## config.mk

```make
export PLATFORM = sky130hd
export DESIGN_NAME = mem_stage
export DESIGN_NICKNAME = d
export VERILOG_FILES = /design/src/rtl/mem_pkg.sv /design/src/rtl/mem_lane_align.sv /design/src/rtl/mem_stage.sv
export SDC_FILE = /design/constraint.sdc
export NUM_CORES = 1
export LEC_CHECK = 0
export ABC_AREA = 0
export CORE_AREA = 2 2 137 139
export CTS_BUF_LIST = sky130_fd_sc_hd__clkbuf_8 sky130_fd_sc_hd__clkbuf_16
export DETAILED_ROUTE_END_ITERATION = 12
export DIE_AREA = 0 0 139 141
export PLACE_DENSITY = 0.82
export SLEW_MARGIN = 5
export SYNTH_ARGS = -nofsm -noshare
export SYNTH_HDL_FRONTEND = slang
export SYNTH_HIERARCHICAL = 1
export SYNTH_SLANG_ARGS = --single-unit
```

## constraint.sdc

```tcl
create_clock -name CLK -period 4.2 [get_ports CLK]
set_input_delay 1.05 -clock CLK [delete_from_list [all_inputs] [get_ports CLK]]
set_output_delay 1.05 -clock CLK [all_outputs]
set_load 0.1 [all_outputs]
```

## src/rtl/mem_pkg.sv

```systemverilog
// Shared definitions for the memory stage: load/store ALU_Control codes,
// FSM state encoding and an access-size decoder.
package mem_pkg;

    localparam logic [5:0] LB  = 6'h20;
    localparam logic [5:0] LH  = 6'h21;
    localparam logic [5:0] LW  = 6'h23;
    localparam logic [5:0] LBU = 6'h24;
    localparam logic [5:0] LHU = 6'h25;
    localparam logic [5:0] SB  = 6'h28;
    localparam logic [5:0] SH  = 6'h29;
    localparam logic [5:0] SW  = 6'h2B;

    typedef enum logic {
        IDLE = 1'b0,
        WAIT = 1'b1
    } mem_state_t;

    typedef enum logic [1:0] {
        SZ_BYTE = 2'd0,
        SZ_HALF = 2'd1,
        SZ_WORD = 2'd2
    } mem_size_t;

    // Anything not recognised as a byte/half op is treated as a full word.
    function automatic mem_size_t access_size(input logic [5:0] ctrl);
        mem_size_t sz;
        case (ctrl)
            LB, LBU, SB: sz = SZ_BYTE;
            LH, LHU, SH: sz = SZ_HALF;
            default:     sz = SZ_WORD;
        endcase
        return sz;
    endfunction

endpackage

```

## src/rtl/mem_lane_align.sv

```systemverilog
// Combinational byte-lane steering: byte enables, store data replication and
// load extraction with sign/zero extension (little-endian).
module mem_lane_align
    import mem_pkg::*;
(
    input  logic [5:0]  alu_ctrl,
    input  logic [1:0]  sel,
    input  logic [31:0] store_data,
    input  logic [31:0] rdata,
    output logic [3:0]  be,
    output logic [31:0] wdata,
    output logic [31:0] load_data
);

    mem_size_t   size;
    logic        sext;
    logic [7:0]  bval;
    logic [15:0] hval;

    assign size = access_size(alu_ctrl);
    assign sext = (alu_ctrl == LB) || (alu_ctrl == LH);
    assign bval = rdata[{sel, 3'b000} +: 8];
    assign hval = sel[1] ? rdata[31:16] : rdata[15:0];

    always_comb begin
        be        = 4'b1111;
        wdata     = store_data;
        load_data = rdata;
        unique case (size)
            SZ_BYTE: begin
                be        = 4'b0001 << sel;
                wdata     = {4{store_data[7:0]}};
                load_data = {{24{sext & bval[7]}}, bval};
            end
            SZ_HALF: begin
                be        = sel[1] ? 4'b1100 : 4'b0011;
                wdata     = {2{store_data[15:0]}};
                load_data = {{16{sext & hval[15]}}, hval};
            end
            default: ;
        endcase
    end

endmodule

```

## src/rtl/mem_stage.sv

```systemverilog
// Pipeline MEM stage: data-memory handshake with ack timeout, EXE stall and WB
// output registers. Define MEM_ALIGN_CHECK_EN to trap misaligned accesses (Misalign_OUT).
module mem_stage
    import mem_pkg::*;
#(
    parameter int unsigned ACK_TIMEOUT = 64
) (
    input  logic        CLK,
    input  logic        RESET,
    input  logic [31:0] Instr1_IN,
    input  logic [31:0] Instr1_PC_IN,
    input  logic [31:0] ALU_result1_IN,
    input  logic [4:0]  WriteRegister1_IN,
    input  logic        RegWrite1_IN,
    input  logic [31:0] MemWriteData1_IN,
    input  logic [5:0]  ALU_Control1_IN,
    input  logic        MemRead1_IN,
    input  logic        MemWrite1_IN,
    output logic        STALL_OUT,
    output logic        dmem_req,
    output logic        dmem_we,
    output logic [31:0] dmem_addr,
    output logic [31:0] dmem_wdata,
    output logic [3:0]  dmem_be,
    input  logic        dmem_ack,
    input  logic [31:0] dmem_rdata,
    output logic [31:0] Instr1_OUT,
    output logic [31:0] Instr1_PC_OUT,
    output logic [31:0] WriteData1_OUT,
    output logic [4:0]  WriteRegister1_OUT,
    output logic        RegWrite1_OUT,
    output logic        MemFault_OUT
`ifdef MEM_ALIGN_CHECK_EN
    ,
    output logic        Misalign_OUT
`endif
);

    localparam logic [7:0] LAST_WAIT = 8'(ACK_TIMEOUT - 1);

    mem_state_t  state, state_next;
    logic [7:0]  wait_cnt;
    logic        misalign, access, in_wait, timeout;
    logic [3:0]  lane_be;
    logic [31:0] lane_wdata, load_data;

    mem_lane_align u_align (
        .alu_ctrl   (ALU_Control1_IN),
        .sel        (ALU_result1_IN[1:0]),
        .store_data (MemWriteData1_IN),
        .rdata      (dmem_rdata),
        .be         (lane_be),
        .wdata      (lane_wdata),
        .load_data  (load_data)
    );

`ifdef MEM_ALIGN_CHECK_EN
    always_comb begin
        misalign = 1'b0;
        unique case (access_size(ALU_Control1_IN))
            SZ_HALF: misalign = ALU_result1_IN[0];
            SZ_WORD: misalign = |ALU_result1_IN[1:0];
            default: misalign = 1'b0;
        endcase
        misalign = misalign & (MemRead1_IN | MemWrite1_IN) & (state == IDLE);
    end
`else
    assign misalign = 1'b0;
`endif

    assign access  = (MemRead1_IN | MemWrite1_IN) & ~misalign;
    assign in_wait = (state == WAIT);
    // The final WAIT cycle still has req high, so an ack arriving then wins over the fault.
    assign timeout = in_wait & ~dmem_ack & (wait_cnt == LAST_WAIT);

    always_ff @(posedge CLK or negedge RESET) begin
        if (!RESET) state <= IDLE;
        else        state <= state_next;
    end

    always_comb begin
        state_next = state;
        case (state)
            IDLE:    if (access) state_next = WAIT;
            WAIT:    if (dmem_ack || timeout) state_next = IDLE;
            default: state_next = IDLE;
        endcase
    end

    always_comb begin
        STALL_OUT  = 1'b0;
        dmem_req   = 1'b0;
        dmem_we    = 1'b0;
        dmem_addr  = '0;
        dmem_wdata = '0;
        dmem_be    = '0;
        case (state)
            IDLE: STALL_OUT = access;
            WAIT: begin
                STALL_OUT  = ~dmem_ack & ~timeout;
                dmem_req   = 1'b1;
                dmem_we    = MemWrite1_IN;
                dmem_addr  = {ALU_result1_IN[31:2], 2'b00};
                dmem_wdata = lane_wdata;
                dmem_be    = lane_be;
            end
            default: ;
        endcase
        if (!RESET) STALL_OUT = 1'b0;
    end

    always_ff @(posedge CLK or negedge RESET) begin
        if (!RESET)                               wait_cnt <= '0;
        else if (!in_wait || dmem_ack || timeout) wait_cnt <= '0;
        else if (wait_cnt != LAST_WAIT)           wait_cnt <= wait_cnt + 8'd1;
    end

    always_ff @(posedge CLK or negedge RESET) begin
        if (!RESET) begin
            Instr1_OUT         <= '0;
            Instr1_PC_OUT      <= '0;
            WriteData1_OUT     <= '0;
            WriteRegister1_OUT <= '0;
            RegWrite1_OUT      <= 1'b0;
            MemFault_OUT       <= 1'b0;
        end else begin
            if (timeout) MemFault_OUT <= 1'b1;
            if (STALL_OUT) begin
                Instr1_OUT         <= '0;
                Instr1_PC_OUT      <= '0;
                WriteData1_OUT     <= '0;
                WriteRegister1_OUT <= '0;
                RegWrite1_OUT      <= 1'b0;
            end else begin
                Instr1_OUT         <= Instr1_IN;
                Instr1_PC_OUT      <= Instr1_PC_IN;
                WriteRegister1_OUT <= WriteRegister1_IN;
                RegWrite1_OUT      <= RegWrite1_IN & ~MemWrite1_IN & ~timeout & ~misalign;
                if (in_wait) WriteData1_OUT <= (dmem_ack & MemRead1_IN) ? load_data : '0;
                else         WriteData1_OUT <= ALU_result1_IN;
            end
        end
    end

`ifdef MEM_ALIGN_CHECK_EN
    always_ff @(posedge CLK or negedge RESET) begin
        if (!RESET) Misalign_OUT <= 1'b0;
        else        Misalign_OUT <= misalign;
    end
`endif

endmodule

```

==> implementation parameters, run 1 <==
Parameter                              Value

STA
  Worst-case hold slack ... 497 ps
  Number of slew-limit violations in the final report ... 0
  Fmax achieved ... 0.249 GHz
  Unrepaired setup endpoints after global routing ... no
  Tightest slew margin relative to the limit ... 0.279
  Slew at the pin closest to its max-slew limit ... 1080 ps
  Worst clock skew ... 9.15 ps
  Post-route clock period utilization ... 0.955
  Clock period minus worst slack ... 4010 ps
  Final setup viols ... 0
  Total count of hold-check failures in the final report ... 0
  TNS Setup ... 0 ps

Place
  Post-detail-place hpwl ... 17.5 mm
  Number of buffers inserted by port buffering ... 348
  Gpl congestion ... 0.842
  Placed cells ... 1159

Drt
  Overall routed net length ... 22.4 mm
  Count of vias placed by the detailed router ... 5822
  Count of TritonRoute iterations in the first routing pass ... 4
  Iter 0 DRT Violations ... 289
  DRC violations left ... 0
  Post-detailed-route count of antenna-violating nets ... 0
  Average wire per standard cell ... 19.1 um
  Vias per cell ... 4.95

Critical path
  WS Path Type ... in -> out
  Kind of capture point of the worst setup path ... output pin
  Flop-to-flop setup slack ... 2060 ps
  Critical path arrival ... 2960 ps
  Critical path startpoint category ... input pin
  Data required, critical path ... 3150 ps
  Crit-path max FO ... 9

Global route
  Grt total ovfl ... 0
  Initial antenna violation count ... 2
  First-pass GRT wire length ... 33.3 mm
  Global routing usage summed across all routing layers ... 0.221
  Pin count of the biggest net entering global routing ... 81
  Vias in the first global route ... 5706

Pwr
  Fraction of power consumed by combinational cells ... 0.599
  Fraction of power spent switching nets ... 0.536
  Total Power ... 5.43 mW
  Power density normalized to cell area ... 537 mW/mm^2
  Leak pwr ... 4.47 nW
  VDD IR max ... 0.000341 V
  Power share of the clock group ... 0.162
  Switching power ... 2.91 mW
  Internal power of the cells ... 2.52 mW
  Proportion of power drawn by flip-flops and latches ... 0.239

Floorplanning
  Die span in y ... 141 um
  FP Rows ... 50
  Die Outline Area ... 0.0196 mm^2
  Width of the die ... 139 um
  Initial Util ... 0.327
  Core area ... 0.0183 mm^2
  Number of top-level pins ... 351

Yosys
  Async SR Flop Fraction ... 1.00
  Post-synthesis area per instance ... 9.59 um^2
  Total number of yosys warnings ... 6
  Most instantiated flip-flop cell in the synthesis netlist ... dfrtp_1
  Most common library cells after synthesis ... dfrtp_1, and2_1, and3_1, nand2_1, a21oi_1
  Most used standard cell by instance count after synthesis ... dfrtp_1
  Cell count after synthesis ... 623
  Post-synthesis instance area ... 0.00597 mm^2
  Number of distinct standard cells referenced by the synthesized netlist ... 48
  Proportion of synthesized chip area in sequential cells ... 0.469
  Top cells by area, synth ... dfrtp_1, and2_1, and3_1
  Share of the synthesized area in the top cell type ... 0.469
  Most area-hungry cell type in the Yosys netlist ... dfrtp_1
  Number of flops mapped to enable cells by yosys ... 0
  Synth Register Bits ... 112

Clock network
  Worst-case clock buffer depth ... 2
  Postcts setup bufs ... 0
  CTS sink count ... 112
  Number of H-tree levels ... 3
  Worst-skew pair later-pin latency ... 350 ps
  Number of buffers inserted during clock tree synthesis ... 9
  Hold Buf Count CTS ... 0
  Resized cells post-CTS ... 0
  Clock-pin slew reported for the worst setup and hold paths after clock tree synthesis ... 90 ps
  Buffer cell driving the clock tree root ... clkbuf_16
  TritonCTS clock tree ... done

Outcome
  Result of the run ... finished clean

Cells and area
  Final-layout fill cell count ... 1603
  Multi-input gate area in the final layout ... 0.00284 mm^2
  Number of nets in the finished design ... 1114
  Synth-to-layout area growth ... 69.2%
  Fraction of layout instances using a drive strength above 1 ... 0.160
  Layout Cells excl Fill ... 1176
  Post-layout utilization of the core ... 0.553
  FF/Latch Area ... 0.00281 mm^2

Min path
  Hold Crit Class ... reg -> reg

Job
  Max Cap Viol ... 0
## state kept, by name, summed over array words and instances, names as in the netlist
name                flops
Instr1_OUT             32
Instr1_PC_OUT          32
MemFault_OUT            1
RegWrite1_OUT           1
WriteData1_OUT         32
WriteRegister1_OUT      5
in_wait                 1
wait_cnt                8
## power by group through the flow
stage / clock network [mW] / logic, mW / registers, mW
final: 0.878 / 3.25 / 1.30
after CTS: 0.910 / 3.27 / 1.30
after global routing: 0.948 / 3.35 / 1.32
after floorplan: 0 / 1.27 / 2.36
after detailed placement: 0 / 3.27 / 1.32
after global placement: 0 / 3.25 / 1.32
## final timing paths
path | startpoint | cells after the start | to
worst max-delay path | ALU_Control1_IN[5] | 6 | dmem_wdata[11]
worst min-delay path | MemFault_OUT | 1 | MemFault_OUT
worst max register to register | wait_cnt[0] | 5 | Instr1_OUT[25]
worst min register to register | MemFault_OUT | 1 | MemFault_OUT
max in group asynchronous | RESET | 3 | Instr1_PC_OUT[25]
min in group asynchronous | RESET | 2 | MemFault_OUT
## layer usage
layer / up-vias / wire length, um / global-route usage
met5: - / 27 / 0
met3: 25 / 2050 / 0.0730
met2: 268 / 11300 / 0.394
met4: 4 / 551 / 0.0766
li1: 2773 / - / -
met1: 2752 / 8450 / 0.248
## kinds of logic after synthesis
family,Yosys count,synth area share
flops,112,0.469
fa+ha+maj,1,0.00209
other cells,1,0.000628
buf+inv,73,0.0576
compound gates,121,0.139
simple gates,288,0.276
xor+xnor,3,0.00440
mux,24,0.0511
## critical path: stages
cell             delay, ps
clkdlybuf4s50_1        460
or3b_4                 400
a211o_2                400
mux2_2                 300
and2_1                 180
buf_12                 170
## layout make-up
| class | instances | area share |
|---|---|---|
| repair buffers | 368 | 0.379 |
| multi-input cells | 439 | 0.281 |
| flip-flops and latches | 112 | 0.278 |
| well taps | 234 | 0.0290 |
| clock buffers | 9 | 0.0223 |
| clock inverters | 7 | 0.00854 |
| inverters | 6 | 0.00223 |
| diodes | 1 | 0.000248 |
## cell usage in the layout (no fill, tap or decap), types with 8 or more instances in the layout
| cell type | n |
|---|---|
| nand2b_1 | 37 |
| nand3_1 | 35 |
| o22ai_1 | 8 |
| clkdlybuf4s50_1 | 278 |
| nand2_1 | 51 |
| a21o_2 | 17 |
| mux2_2 | 12 |
| a21oi_1 | 40 |
| and3_1 | 70 |
| a221o_1 | 8 |
| buf_12 | 30 |
| and2_1 | 70 |
| o21ai_0 | 21 |
| o221ai_1 | 8 |
| dfrtp_1 | 111 |
| buf_4 | 60 |
| mux2i_1 | 8 |
| clkbuf_16 | 9 |
## through the flow
stage | cell area (um^2) | setup slack, ps
6_report | 10100 | 187
4_1_cts | 10100 | 181
5_1_grt | 10100 | 77.6
3_3_place_gp | 9790 | 207
3_5_place_dp | 9790 | 182
2_1_floorplan | 5980 | 279
(Power assumes the default switching activity.)
==> run 2, diff against run 1 <==
SKIP_CTS_REPAIR_TIMING = 1   (was default)
==> results of run 2 <==
Same layout as run 1: the final DEF is identical, and so are final timing and power.
